<file path="src/rtl/serial_cla_adder.sv">
// Serial adder: one 4-bit carry-lookahead slice per cycle, IDLE/CALC/DONE valid-ready handshake.
// Optional signed-overflow output is enabled by defining SERIAL_CLA_OVF_EN.
module serial_cla_adder #(
  parameter int NIBBLES = 4
) (
  input  logic                 clk,
  input  logic                 rst,
  input  logic                 in_valid,
  output logic                 in_ready,
  input  logic [4*NIBBLES-1:0] a,
  input  logic [4*NIBBLES-1:0] b,
  input  logic                 cin,
  output logic [4*NIBBLES-1:0] sum,
  output logic                 cout,
`ifdef SERIAL_CLA_OVF_EN
  output logic                 ovf,
`endif
  output logic                 out_valid,
  input  logic                 out_ready
);

  localparam int W    = 4 * NIBBLES;
  localparam int IDXW = (NIBBLES > 1) ? $clog2(NIBBLES) : 1;

  typedef enum logic [1:0] {IDLE, CALC, DONE} state_t;

  state_t           r_state;
  state_t           w_next;
  logic [W-1:0]     r_a;
  logic [W-1:0]     r_b;
  logic [W-1:0]     r_sum;
  logic [IDXW-1:0]  r_idx;
  logic             r_carry;
  logic             r_cout;
  logic [3:0]       w_a_nib;
  logic [3:0]       w_b_nib;
  logic [3:0]       w_slice_sum;
  logic             w_slice_cout;
  logic             w_last;
  logic             w_accept;
`ifdef SERIAL_CLA_OVF_EN
  logic             r_ovf;
`endif

  // Single 4-bit slice with fully expanded lookahead carries; returns {carry_out, sum}.
  function automatic logic [4:0] carry_lookahead_adder(input logic [3:0] x,
                                                       input logic [3:0] y,
                                                       input logic       ci);
    logic [3:0] g;
    logic [3:0] p;
    logic [4:0] c;
    g    = x & y;
    p    = x ^ y;
    c[0] = ci;
    c[1] = g[0] | (p[0] & ci);
    c[2] = g[1] | (p[1] & g[0]) | (p[1] & p[0] & ci);
    c[3] = g[2] | (p[2] & g[1]) | (p[2] & p[1] & g[0]) | (p[2] & p[1] & p[0] & ci);
    c[4] = g[3] | (p[3] & g[2]) | (p[3] & p[2] & g[1]) | (p[3] & p[2] & p[1] & g[0])
         | (p[3] & p[2] & p[1] & p[0] & ci);
    return {c[4], p ^ c[3:0]};
  endfunction

  assign in_ready  = (r_state == IDLE);
  assign out_valid = (r_state == DONE);
  assign w_accept  = in_valid && (r_state == IDLE);
  assign w_last    = (r_idx == IDXW'(NIBBLES - 1));
  assign sum       = r_sum;
  assign cout      = r_cout;
`ifdef SERIAL_CLA_OVF_EN
  assign ovf       = r_ovf;
`endif

  always_ff @(posedge clk) begin
    if (rst) r_state <= IDLE;
    else     r_state <= w_next;
  end

  always_comb begin
    w_next = r_state;
    case (r_state)
      IDLE:    if (in_valid)  w_next = CALC;
      CALC:    if (w_last)    w_next = DONE;
      DONE:    if (out_ready) w_next = IDLE;
      default:                w_next = IDLE;
    endcase
  end

  // Select the operand nibbles addressed by the current slice index.
  always_comb begin
    w_a_nib = 4'h0;
    w_b_nib = 4'h0;
    for (int n = 0; n < NIBBLES; n++) begin
      if (r_idx == IDXW'(n)) begin
        w_a_nib = r_a[4*n +: 4];
        w_b_nib = r_b[4*n +: 4];
      end
    end
    {w_slice_cout, w_slice_sum} = carry_lookahead_adder(w_a_nib, w_b_nib, r_carry);
  end

  always_ff @(posedge clk) begin
    if (rst) begin
      r_a     <= '0;
      r_b     <= '0;
      r_sum   <= '0;
      r_idx   <= '0;
      r_carry <= 1'b0;
      r_cout  <= 1'b0;
`ifdef SERIAL_CLA_OVF_EN
      r_ovf   <= 1'b0;
`endif
    end else if (w_accept) begin
      r_a     <= a;
      r_b     <= b;
      r_carry <= cin;
      r_idx   <= '0;
      r_sum   <= '0;
      r_cout  <= 1'b0;
`ifdef SERIAL_CLA_OVF_EN
      r_ovf   <= 1'b0;
`endif
    end else if (r_state == CALC) begin
      for (int n = 0; n < NIBBLES; n++) begin
        if (r_idx == IDXW'(n)) r_sum[4*n +: 4] <= w_slice_sum;
      end
      r_carry <= w_slice_cout;
      r_idx   <= w_last ? '0 : r_idx + IDXW'(1);
      // Flags are captured on the last slice so they are stable for all of DONE.
      if (w_last) begin
        r_cout <= w_slice_cout;
`ifdef SERIAL_CLA_OVF_EN
        r_ovf  <= (r_a[W-1] == r_b[W-1]) && (w_slice_sum[3] != r_a[W-1]);
`endif
      end
    end
  end

endmodule

</file>
<file path="config.mk">
export PLATFORM = sky130hd
export DESIGN_NAME = serial_cla_adder
export DESIGN_NICKNAME = d
export VERILOG_FILES = /design/src/rtl/serial_cla_adder.sv
export SDC_FILE = /design/constraint.sdc
export NUM_CORES = 1
export LEC_CHECK = 0
export CAP_MARGIN = 20
export CORE_UTILIZATION = 49
export DETAILED_ROUTE_END_ITERATION = 8
export GPL_ROUTABILITY_DRIVEN = 1
export PLACE_DENSITY = 0.79
export SETUP_SLACK_MARGIN = 0.5
export SKIP_LAST_GASP = 1
export SYNTH_ARGS = -nofsm -noshare
export SYNTH_HDL_FRONTEND = slang
export SYNTH_SLANG_ARGS = --single-unit
</file>
<file path="constraint.sdc">
create_clock -name clk -period 3.5 [get_ports clk]
set_input_delay 0.875 -clock clk [delete_from_list [all_inputs] [get_ports clk]]
set_output_delay 0.875 -clock clk [all_outputs]
set_load 0.02 [all_outputs]
</file>
Word-level counts from Yosys, hierarchy flattened:

Index checks and enable logic that the tools add are counted.

* register bits after elaboration: 54
* bits of input ports: 37
* output and inout port bits: 19
* logic and storage cells: 73

* add/subtract/negate cells: 1
* equality and inequality tests: 8
* mux-type cells: 15
* bitwise operators: 29
* reduce and logical (&&, ||, !) cells: 10

Operators by type and width (count)
* $mux W4: 8
* $and A1 B1 Y1: 16
* $or A1 B1 Y1: 10
* $mux W2: 4
* $reduce_and A2 Y1: 4
* $xor A4 B4 Y4: 2
* $eq A2 B2 Y1 const B: 3
* $pmux W2 S3: 1
* $and A4 B4 Y4: 1
* $eq A2 B1 Y1 const B: 2
* $logic_not A2 Y1: 2
* $ne A2 B2 Y1 const B: 2
* $reduce_and A3 Y1: 1
* $add A2 B1 Y2 const B: 1
* $mux W1: 2
* $ne A2 B1 Y1 const B: 1
* $reduce_bool A2 Y1: 1
* $reduce_or A2 Y1: 1
* $logic_and A1 B1 Y1: 1

Logic depth before layout (Yosys ltp):

* depth in word-level cells: 13
* depth in mapped cells: 12
* gate-level depth less buffers: 11

Worst setup path after synthesis:

Ideal clock, no wire load.

* path type: register -> register
* from: register r_idx[0]
* to: register r_sum[10], in the netlist sum[10]
* library setup time: 0.070 ns
* data arrival time: 2.571 ns
* data required time: 3.430 ns
* setup slack: 0.859 ns
* cell stages (with the launch flop): 13
* path buffers: 1
* clock period less this slack: 2.641 ns
* cell sequence: dfxtp_1 inv_1 ha_1 clkbuf_1 nand3b_1 a21oi_1 a21oi_1 o21ai_0 ha_1 a211oi_1 nor2_1 or3_1 a21oi_1

* longest elaborated chain between the ends: 10
* elaborated cells on any way between the ends: 21
* classes of those cells: eq/ne: 3; mux: 8; bitwise: 8; reduce/logical: 2

Ends and longest elaborated chain
* start, declared: line 32 `logic [IDXW-1:0] r_idx;`
* start signal, assigned: line 127 `r_idx <= w_last ? '0 : r_idx + IDXW'(1);`
* $logic_not A2 Y1: line 93 `if (r_idx == IDXW'(n)) begin`
* $mux W4 (4 in a row): line 93
* $xor A4 B4 Y4 or $and A4 B4 Y4 (tied branches): line 53, 52
* $and A1 B1 Y1: line 56 `c[2] = g[1] | (p[1] & g[0]) | (p[1] & p[0] & ci);`
* $or A1 B1 Y1 or $and A1 B1 Y1 (tied branches): line 56
* $or A1 B1 Y1: line 56
* $xor A4 B4 Y4: line 60 `return {c[4], p ^ c[3:0]};`
* end signal, assigned by index: line 124 `if (r_idx == IDXW'(n)) r_sum[4*n +: 4] <= w_slice_sum;`
* end, declared: line 31 `logic [W-1:0] r_sum;`

Several ways; a longest one is shown, not always the timed one.
A chain may end at the register's enable or synchronous reset.

Worst setup path after layout:

* from: register r_idx[1]
* to: register r_sum[2], in the netlist sum[2]

* longest elaborated chain between the ends: 10
* elaborated cells on any way between the ends: 21
* classes of those cells: eq/ne: 3; mux: 8; bitwise: 8; reduce/logical: 2

Ends and longest elaborated chain (line)
* $logic_not A2 Y1: 93, 124
* $mux W4 (4 in a row): 93
* $xor A4 B4 Y4 or $and A4 B4 Y4 (tied branches): 53, 52
* $and A1 B1 Y1: 56
* $or A1 B1 Y1 or $and A1 B1 Y1 (tied branches): 56
* $or A1 B1 Y1: 56
* $xor A4 B4 Y4: 60

Several ways; a longest one is shown, not always the timed one.

==> run metrics <==
final critical delay including setup and external delays 2.71 ns; post-synthesis net count 360; clock sink total 54; Tcrit/Tclk final 0.774; Clock H-tree levels 2; CTS buffer count 5; Lkg Pwr 1.12 nW; number of setup violations in the final report 0; die area 5200 um2; met1 GRT Util 0.295; DR DRC count 0; share of flip-flops with an asynchronous set or reset after synthesis 0; Filler cells 420; count of pins on the block boundary 56; commonest cells after routing, fill and taps aside nand2_1 (96), a21oi_1 (64), clkdlybuf4s50_1 (55); Total Routing Usage GR 0.218; critical path's most frequent cell a21oi_1; classification of the worst setup path reg2reg; number of nets with antenna violations after routing 0; Gate Count Post-Synth 314; core footprint 4720 um2; site row count 25; total number of vias 2215; Via-to-Cell Ratio 5.18; unrepaired setup endpoints after global routing false; worst hold-check path type reg2reg; I/O Buffers 55; buffers inserted by post-CTS timing repair 0; post-synth design cell area 2410 um2; required arrival time at the worst endpoint 3.74 ns; sort of element at the end of the critical path register; number of DRC markers after the initial detailed-route iteration 129; aggregate routed wire length 5.26 mm; category of the worst setup path launch point register; area growth from synthesis to final layout 28.4%; final global-route overflow total 0; CTS tree yes; biggest fanout along the worst timing path 20; longest individual stage delay on the worst path 0.40 ns; result of the run finished clean; clock latency reported for the late side of the worst-skew pair 0.31 ns; share of cells above drive strength 1 0.0526; clock-pin transition on the worst setup and hold timing paths 0.09 ns; signal arrival time at the worst endpoint 2.95 ns; #FFs+latches synth 54; max capacitance violation total 0; HPWL after detailed placement 3.81 mm; register-to-register setup slack 0.79 ns; Max Clk Rate 369 MHz; count of nets after finishing 406; number of synthesized flops with an enable pin 0; syn_area_per_cell 7.67 um2; largest net degree at the start of global routing 34; initial cell density of the core 0.510; number of distinct library cells after synthesis 31; drt wl/cell 12.3 um; most common library cell in the layout ignoring fill and taps nand2_1; sequential fraction of the synthesis area 0.449; antenna violations before repair 0; Root Buffer clkbuf_8; critical path, cell by cell inv_1, ha_2, nand3b_1, a21oi_1, a21oi_1, o21ai_0, ha_1, a211oi_2, nor2_1, or3_1, a21oi_1; headroom to the max-slew limit 0.473; worst setup skew after layout 0.00876 ns; total power density per cell area 394 nW/um2; global-route wire length before repair 8.96 mm; YS warnings 0; worst voltage drop across the vdd grid 232 uV; fin. max-slew vios 0; Hold Fails Final Rpt 0; layer carrying the most global-route usage met2; end-of-flow core utilization 0.654; slew at the pin with the worst max-slew slack 0.791 ns; met2 track demand over resource in global routing 0.347; weighted congestion reported at the end of routability-driven placement 0.848; ys flop type dfxtp_1; total inserted antenna cells 0; Initial DRT Pass Iterations 4; Die Span Y 72.1 um; aggregate negative setup slack 0 ns; largest buffer count on any clock path 2; die span in x 72.1 um; number of global-route vias before repair 1999; Global Route met3 Usage 0.0444; cell with the biggest individual delay on the critical path dfxtp_1
layout make-up:
class,instances,area [um2],area share
Clock buffer,7,86.3,0.0279
Inverter,2,7.51,0.00243
Multi-Input combinational cell,237,1240,0.401
Timing Repair Buffer,60,588,0.190
Clock inverter,1,5.00,0.00162
Tap cell,67,83.8,0.0271
Sequential cell,54,1080,0.350
sequential cells by signal, indices dropped and copies added, names as in the netlist:
register,flops
sum,16
r_state,2
cout,1
r_b,16
r_carry,1
r_idx,2
r_a,16
report_power, final:
group / switching (W) / internal (W)
logic: 0.000107 / 0.0000949
clock network: 0.000194 / 0.000160
registers: 0.0000190 / 0.000643
kinds of logic (layout without fill, tap and decap cells):
kind of cell	after synthesis	in the layout	share of synthesized area
compound gates	87	87	0.193
buf+inv	23	70	0.0442
xor+xnor	1	1	0.00364
fa+ha+maj	9	9	0.0499
flops	54	54	0.449
simple gates	140	140	0.260
metrics by stage:
| stage | worst slack [ns] | total power, W | instance area [um2] | hold slack, ns | cells |
|---|---|---|---|---|---|
| CTS | 0.554 | 0.00122 | 3080 | 0.461 | 428 |
| finish | 0.789 | 0.00122 | 3090 | 0.458 | 428 |
| global route | 0.547 | 0.00127 | 3090 | 0.483 | 428 |
| floorplan | 0.859 | 0.000795 | 2410 | 0.436 | 314 |
| global placement | 0.647 | 0.000868 | 2990 | 0.444 | 420 |
| detailed placement | 0.536 | 0.000873 | 2990 | 0.448 | 420 |
synthesized netlist by cell type (all sizes together), types with 2 or more instances:
master | n | area share
a21oi | 64 | 0.13
a311oi | 4 | 0.015
and2b | 2 | 0.0062
buf | 11 | 0.025
clkbuf | 10 | 0.016
dfxtp | 54 | 0.45
ha | 8 | 0.042
inv | 2 | 0.0031
nand2 | 97 | 0.15
nand2b | 3 | 0.0078
nand3 | 9 | 0.019
nand3b | 8 | 0.025
nor2 | 10 | 0.016
nor3b | 2 | 0.0083
o21ai | 15 | 0.031
or3 | 5 | 0.013
per-layer routing:
metal,vias to the layer above,routed length (um)
met5,-,0
met4,0,114
met3,13,204
met2,59,2450
met1,991,2490
li1,1152,-
worst max-delay path, delay by kind of cell, from the launching register on:
family / cells / cell delay, ns
compound gates: 5 / 0.90
buf+inv: 1 / 0.08
fa+ha+maj: 2 / 0.60
simple gates: 3 / 0.65
flops: 1 / 0.40
what timing repair did:
action | CTS | global route
pin swaps | 0 | 0
resized for setup | 1 | 4
hold buffers | 0 | 0
endpoints found under the setup margin | 3 | 8
worst paths after layout:
kind	from	cells past startpoint	to
setup / recovery	r_idx[1]$_SDFFE_PP0P_	11	sum[2]$_SDFFE_PP0P_
hold / removal	r_b[15]$_SDFFE_PP0P_	2	r_b[15]$_SDFFE_PP0P_
setup reg to reg	r_idx[1]$_SDFFE_PP0P_	11	sum[2]$_SDFFE_PP0P_
hold reg to reg	r_b[15]$_SDFFE_PP0P_	2	r_b[15]$_SDFFE_PP0P_
No activity file was read; power rests on OpenSTA's default activity.
